### src/rtl/fp_pkg.sv
// Shared FP adder definitions: rounding modes, GRS mantissa layout, operand classes.
package fp_pkg;

  localparam int unsigned MANT_W    = 28;
  localparam int unsigned SHIFT_SAT = 27;
  localparam int unsigned EXP_BIAS  = 127;

  localparam logic [2:0] RM_RNE = 3'b000;
  localparam logic [2:0] RM_RTZ = 3'b001;
  localparam logic [2:0] RM_RDN = 3'b010;
  localparam logic [2:0] RM_RUP = 3'b011;
  localparam logic [2:0] RM_RMM = 3'b100;

  localparam logic [31:0] QNAN = 32'h7FC0_0000;

  // [27] carry headroom, [26:3] significand with hidden bit, [2] G, [1] R, [0] S
  typedef logic [MANT_W-1:0] grs_mant_t;

  typedef enum logic [2:0] {ZERO, SUB, NORM, INF, NAN} fp_class_e;

endpackage

### src/rtl/fp_unpack.sv
// Splits a single-precision operand into sign, effective exponent, 24-bit significand and class.
module fp_unpack
  import fp_pkg::*;
(
  input  logic [31:0] op_i,
  output logic        sign_o,
  output logic [7:0]  exp_eff_o,
  output logic [23:0] sig24_o,
  output fp_class_e   cls_o
);

  logic [7:0]  e;
  logic [22:0] f;

  always_comb begin
    e         = op_i[30:23];
    f         = op_i[22:0];
    sign_o    = op_i[31];
    exp_eff_o = (e == 8'd0) ? 8'd1 : e;
    sig24_o   = {(e != 8'd0), f};
    if (e == 8'd0)
      cls_o = (f == 23'd0) ? ZERO : SUB;
    else if (e == 8'hFF)
      cls_o = (f == 23'd0) ? INF : NAN;
    else
      cls_o = NORM;
  end

endmodule

### src/rtl/fp_add_align.sv
// FP adder front end: stage 1 unpacks, classifies and orders operands; stage 2 aligns the smaller mantissa.
module fp_add_align
  import fp_pkg::*;
(
  input  logic        clk,
  input  logic        rst,
  input  logic        in_valid,
  output logic        in_ready,
  input  logic [31:0] op_a,
  input  logic [31:0] op_b,
  input  logic        op_sub,
  input  logic [2:0]  rm_in,
  output logic        out_valid,
  input  logic        out_ready,
  output logic        sign_out,
  output logic        eff_sub,
  output logic [7:0]  exp_out,
  output grs_mant_t   mant_big,
  output grs_mant_t   mant_small,
  output logic [2:0]  rm_out,
  output logic        special,
  output logic [31:0] special_res,
  output logic        invalid
);

  localparam logic [7:0] SAT_D = 8'(SHIFT_SAT);

  typedef struct packed {
    logic        sign;
    logic        eff;
    logic [7:0]  exp_big;
    logic [7:0]  exp_small;
    logic [23:0] sig_big;
    logic [23:0] sig_small;
    logic [2:0]  rm;
    logic        special;
    logic [31:0] res;
    logic        invalid;
  } s1_t;

  typedef struct packed {
    logic        sign;
    logic        eff;
    logic [7:0]  exp;
    grs_mant_t   mb;
    grs_mant_t   ms;
    logic [2:0]  rm;
    logic        special;
    logic [31:0] res;
    logic        invalid;
  } s2_t;

  logic        a_sign, b_sign, b_sign_eff, eff, a_ge, tie;
  logic [7:0]  a_exp, b_exp, d;
  logic [23:0] a_sig, b_sig;
  fp_class_e   a_cls, b_cls;
  logic [54:0] wide;

  logic init_q, s1_valid_q, s2_valid_q, adv1, adv2, accept;
  s1_t  s1_d, s1_q;
  s2_t  s2_d, s2_q;

  fp_unpack u_unpack_a (.op_i(op_a), .sign_o(a_sign), .exp_eff_o(a_exp), .sig24_o(a_sig), .cls_o(a_cls));
  fp_unpack u_unpack_b (.op_i(op_b), .sign_o(b_sign), .exp_eff_o(b_exp), .sig24_o(b_sig), .cls_o(b_cls));

  assign adv2     = ~s2_valid_q | out_ready;
  assign adv1     = ~s1_valid_q | adv2;
  assign in_ready = adv1 & init_q;
  assign accept   = in_valid & in_ready;

  always_comb begin
    s1_d       = '0;
    b_sign_eff = b_sign ^ op_sub;
    eff        = a_sign ^ b_sign_eff;
    a_ge       = {a_exp, a_sig} >= {b_exp, b_sig};
    tie        = {a_exp, a_sig} == {b_exp, b_sig};
    s1_d.rm    = rm_in;
    s1_d.eff   = eff;
    // Specials leave exponents/significands zero so stage 2 naturally emits zero mantissas.
    if (a_cls == NAN || b_cls == NAN || (a_cls == INF && b_cls == INF && eff)) begin
      s1_d.special = 1'b1;
      s1_d.res     = QNAN;
      s1_d.invalid = 1'b1;
    end else if (a_cls == INF) begin
      s1_d.special = 1'b1;
      s1_d.sign    = a_sign;
      s1_d.res     = {a_sign, 8'hFF, 23'd0};
    end else if (b_cls == INF) begin
      s1_d.special = 1'b1;
      s1_d.sign    = b_sign_eff;
      s1_d.res     = {b_sign_eff, 8'hFF, 23'd0};
    end else begin
      s1_d.sign      = (tie && eff) ? (rm_in == RM_RDN) : (a_ge ? a_sign : b_sign_eff);
      s1_d.exp_big   = a_ge ? a_exp : b_exp;
      s1_d.exp_small = a_ge ? b_exp : a_exp;
      s1_d.sig_big   = a_ge ? a_sig : b_sig;
      s1_d.sig_small = a_ge ? b_sig : a_sig;
    end
  end

  always_comb begin
    s2_d         = '0;
    d            = s1_q.exp_big - s1_q.exp_small;
    wide         = {1'b0, s1_q.sig_small, 3'b000, 27'd0} >> d;
    s2_d.sign    = s1_q.sign;
    s2_d.eff     = s1_q.eff;
    s2_d.exp     = s1_q.exp_big;
    s2_d.mb      = {1'b0, s1_q.sig_big, 3'b000};
    s2_d.rm      = s1_q.rm;
    s2_d.special = s1_q.special;
    s2_d.res     = s1_q.res;
    s2_d.invalid = s1_q.invalid;
    if (d >= SAT_D)
      s2_d.ms = {27'd0, |s1_q.sig_small};
    else
      s2_d.ms = {wide[54:28], wide[27] | (|wide[26:0])};
  end

  always_ff @(posedge clk) begin
    if (rst) begin
      init_q     <= 1'b0;
      s1_valid_q <= 1'b0;
      s2_valid_q <= 1'b0;
      s1_q       <= '0;
      s2_q       <= '0;
    end else begin
      init_q <= 1'b1;
      if (adv1) begin
        s1_valid_q <= accept;
        if (accept) s1_q <= s1_d;
      end
      if (adv2) begin
        s2_valid_q <= s1_valid_q;
        if (s1_valid_q) s2_q <= s2_d;
      end
    end
  end

  assign out_valid   = s2_valid_q;
  assign sign_out    = s2_q.sign;
  assign eff_sub     = s2_q.eff;
  assign exp_out     = s2_q.exp;
  assign mant_big    = s2_q.mb;
  assign mant_small  = s2_q.ms;
  assign rm_out      = s2_q.rm;
  assign special     = s2_q.special;
  assign special_res = s2_q.res;
  assign invalid     = s2_q.invalid;

endmodule

### config.mk
export PLATFORM = sky130hd
export DESIGN_NAME = fp_add_align
export DESIGN_NICKNAME = d
export VERILOG_FILES = /design/src/rtl/fp_pkg.sv /design/src/rtl/fp_unpack.sv /design/src/rtl/fp_add_align.sv
export SDC_FILE = /design/constraint.sdc
export NUM_CORES = 1
export LEC_CHECK = 0
export BUFFER_PORTS_ARGS = -buffer_cell sky130_fd_sc_hd__buf_2
export CAP_MARGIN = 10
export CORE_ASPECT_RATIO = 1.25
export CORE_MARGIN = 8
export CORE_UTILIZATION = 30
export DETAILED_ROUTE_END_ITERATION = 12
export GPL_TIMING_DRIVEN = 1
export PLACE_DENSITY = 0.61
export SLEW_MARGIN = 10
export SYNTH_ARGS = -nofsm -noshare
export SYNTH_HDL_FRONTEND = slang
export SYNTH_SLANG_ARGS = --single-unit
### constraint.sdc
create_clock -name clk -period 3.8 [get_ports clk]
set_clock_uncertainty 0.2 [all_clocks]
set_input_delay 0.19 -clock clk [delete_from_list [all_inputs] [get_ports clk]]
set_output_delay 0.19 -clock clk [all_outputs]
set_load 0.005 [all_outputs]
==> metrics list <==
* Die Wd: about 170 µm
* Number of core rows: 70
- The worst setup path is captured at a flop.
- For this run, the share of the core covered by cells in the final layout is 0.406.
* Startpoint type of the worst setup path: input pin
- Placeable core region: ~29,000 µm²
- The startpoint identified for the worst register-to-register timing path is s1_q[85].
- Overflow after GRT: 0
* Leading post-synthesis cells by cell area: sky130_fd_sc_hd__dfxtp_1 32%, sky130_fd_sc_hd__mux2i_1 11%, sky130_fd_sc_hd__nand2_1 8.4%, sky130_fd_sc_hd__ha_1 5.6%, sky130_fd_sc_hd__mux4_2 5.1%
* Cells on worst reg2reg path: 13
- Total CTS buffers: 17
- Part of the cycle the worst path needs: 0.954
- Synth cell types: 73
- Flop-to-flop setup slack: around 180 ps
* Global placement routability congestion: 0.908
- The H-tree was split into 4 levels.
- End of the worst register-to-register path: mant_small[0]
- Detailed routing inserted a total of ~8,600 vias.
- Antenna Nets Post-Route: 0
- Power spread over the standard cell area amounts to 414 nW/µm².
- Instance area after placement: ~10,000 µm²
- The number of antenna violations at the first check in global routing was 0.
- The area growth from synthesis to layout is 34.4%.
- Entering global routing, the biggest net connects 77 pins.
- From bottom edge to top edge, the die measures approximately 210 µm.
* Number of filler instances in the final layout: about 2,900
- For this run, the number of Yosys warnings is 0.
- Pin placement for this block handled roughly 180 I/O pins.
* Launch point of the worst hold path: in_valid
- The tightest min-delay check is of the input pin to flop type.
* Number of nets in the finished design: roughly 1,400
- STA puts the critical path data arrival time at between 3000 and 4000 ps.
- In this run, synthesis inferred 0 flip-flops with an integrated enable.
- The floorplan step defined a die boundary enclosing about 35,000 µm².
- Top_reg_cell synth: sky130_fd_sc_hd__dfxtp_1
- CTS placed an instance of sky130_fd_sc_hd__clkbuf_16 at the clock tree root.
- In the routed layout, each cell is associated on average with a via count of between 4 and 5.
* Syn Std Cell Area: slightly below 9000 µm²
- Setup violations remaining at the end of the flow were counted as 0.
* Final routed wire length divided by cell count: between 15 and 20 µm
- Data required time of the critical path: about 3900 ps
* Final design area excluding fillers: about 12,000 µm²
- For hold timing, the worst endpoint is s1_valid_q.
- Synthesis produced about 1,100 cells.
* Final critical path time including I/O delays and setup: roughly 3600 ps
- The cell that appears most often on the critical path is sky130_fd_sc_hd__a21o_1.
- Sorting the synthesized cells by how often they occur yields 196 x sky130_fd_sc_hd__nand2_1, 142 x sky130_fd_sc_hd__dfxtp_1, 94 x sky130_fd_sc_hd__mux2i_1.
- Count of cells along the worst hold path: 3
- Vias in the first global route: between 8,000 and 9,000
- First-pass detailed-route iteration total: 5
* Clock tree from TritonCTS: done
- The first global-routing pass estimated roughly 47,000 µm of wire.
* Sequential area share after synthesis: 0.325
* Diodes inserted: 0
* Final Total Pwr: slightly below 5 mW
- Clock latency at the later pin of the worst-skew pair: approximately 440 ps
* Number of design rule violations left after detail routing: 0
- Static timing analysis puts the maximum clock frequency at roughly 0.28 GHz.
- For the pin with the worst max-slew slack, the measured transition is 866 ps.
* Final hold viol count: 0
- Clock Sinks: about 140
- Slowest stage cell on the critical path: sky130_fd_sc_hd__dlygate4sd3_1
* Maximum root-to-sink buffer count: 2
- Worst Setup Path Type: input pin to flop
* Run status: complete, no violations
- For this block, the routed nets add up to approximately 30,000 µm of wire.
- The largest single stage delay on the critical path is about 580 ps.
- FF+latch count, synth: between 100 and 150
- Proportion of netlist area held by the largest area contributor: 0.325
* Unrepaired setup endpoints after global routing: yes
- Of all cell types, the one taking the most synthesized area is sky130_fd_sc_hd__dfxtp_1.
- The initial utilization of the core area, before any placement, comes to 0.302.
- HPWL after detailed placement: between 20,000 and 25,000 µm
- Clock slew at reported path FFs: ~70 ps
- Of all nets on the critical path, the largest fanout is 13.
* Starting DRT DRC Count: between 500 and 600
- In the global route stage, overall resource usage came out at 0.169.
- Walking the worst path, the cells encountered are dlygate4sd3_1 > buf_2 > ha_1 > a21o_1 > a21o_1 > a21oi_1 > o21ai_0 > a21o_1 > a221oi_1 > buf_4 > nand2_8 > buf_12 > mux2i_1 > dlygate4sd3_1 > o21ai_0.
* Most numerous cell in the Yosys netlist: sky130_fd_sc_hd__nand2_1
- Reported leakage power: approximately 5.2 nW
- Worst slew margin: 0.423
- VDD sags by at most 0.280 mV.
- The number of pins exceeding their max-slew limit in the final report is 0.
* Async set-reset flop share out of synthesis: 0
- The tool flagged a number of max-cap violations equal to 0.
- In the final layout, the share of cells above drive strength 1 is 0.232.
- A synthesized cell averages 8.28 µm².
* Count of buffers from port buffering: 149
metal layers:
layer	vias to the layer above	track usage	wire length, µm
li1	4219	-	-
met1	4088	0.201	12900
met2	231	0.294	14800
met3	52	0.0318	1320
met4	0	0.0744	1020
met5	-	0	0
worst max-delay path by stage:
stage                     startpoint            end  depth (start not counted)
after floorplan             s1_q[93]  mant_small[0]                         13
final                        op_a[5]       s1_q[64]                         15
after detailed placement    s1_q[85]  mant_small[0]                         12
after CTS                   s1_q[85]  mant_small[0]                         12
after global routing        s1_q[85]  mant_small[0]                         12
after global placement      s1_q[93]  mant_small[0]                         13
cell usage in the layout, fill, tap and decap left out, types with 8 or more instances in the layout:
cell type | netlist | layout
sky130_fd_sc_hd__nand2_1 | 196 | 195
sky130_fd_sc_hd__buf_2 | 10 | 149
sky130_fd_sc_hd__dfxtp_1 | 142 | 142
sky130_fd_sc_hd__dlygate4sd3_1 | 0 | 96
sky130_fd_sc_hd__mux2i_1 | 94 | 94
sky130_fd_sc_hd__o21ai_0 | 84 | 84
sky130_fd_sc_hd__a21oi_1 | 73 | 73
sky130_fd_sc_hd__buf_4 | 38 | 71
sky130_fd_sc_hd__nor2_1 | 53 | 52
sky130_fd_sc_hd__inv_1 | 45 | 45
sky130_fd_sc_hd__ha_1 | 39 | 39
sky130_fd_sc_hd__conb_1 | 1 | 27
sky130_fd_sc_hd__nor4_1 | 20 | 20
sky130_fd_sc_hd__a21o_1 | 20 | 20
sky130_fd_sc_hd__mux4_2 | 20 | 20
sky130_fd_sc_hd__clkbuf_16 | 0 | 18
sky130_fd_sc_hd__a22oi_1 | 17 | 16
sky130_fd_sc_hd__nand4_1 | 13 | 13
sky130_fd_sc_hd__nor3_1 | 13 | 12
sky130_fd_sc_hd__nand3_1 | 8 | 8
sky130_fd_sc_hd__mux2_2 | 8 | 8
critical path, delay by kind of cell:
family          cells  cell delay [ps]
buf+inv             5             1680
mux                 1              170
fa+ha+maj           1              310
compound gates      7             1240
simple gates        1              120
repair_timing:
item                                    CTS  global route
resized for setup                         1             7
hold buffers                             96             0
endpoints found under the setup margin    1            15
cloned                                    0             2
hold endpoints to repair                 67             0
buffers inserted                          0             2
pin swaps                                 0             1
final cells by class:
class	count	area, µm²	share of cell area
multi-input combinational	792	5330	0.454
clock inverter	14	144	0.0122
clock buffer	18	439	0.0374
timing repair buffer	321	2330	0.198
tap	396	495	0.0421
inverter	46	175	0.0149
sequential	142	2840	0.242
where the power goes:
group,internal [mW],leakage [nW],switching [mW]
logic,0.746,3.79,0.826
registers,1.54,1.15,0.0548
clock network,0.940,0.281,0.754
sequential cells by signal (all words and copies together) (netlist names), 3 cells and up:
name,flops
exp_out,8
mant_big,24
mant_small,27
rm_out,3
s1_q,72
special_res,3
metrics by stage:
stage / worst slack (ps) / cells / setup TNS (ps) / hold slack (ps)
2_1_floorplan: 360 / 1083 / 0 / 108
3_3_place_gp: -101 / 1597 / -101 / 238
3_5_place_dp: -192 / 1597 / -192 / 242
4_1_cts: 14.7 / 1725 / 0 / 49.3
5_1_grt: -26.7 / 1729 / -26.7 / 123
6_report: 176 / 1729 / 0 / 75.6
cell families after synthesis:
kind of cell	Yosys count	share of synthesized area
fa+ha+maj	40	0.0581
buf+inv	150	0.0858
flops	142	0.325
mux	125	0.174
other cells	1	0.000429
compound gates	248	0.169
xor+xnor	8	0.0106
simple gates	343	0.177
No activity file was read; power rests on OpenSTA's default activity.
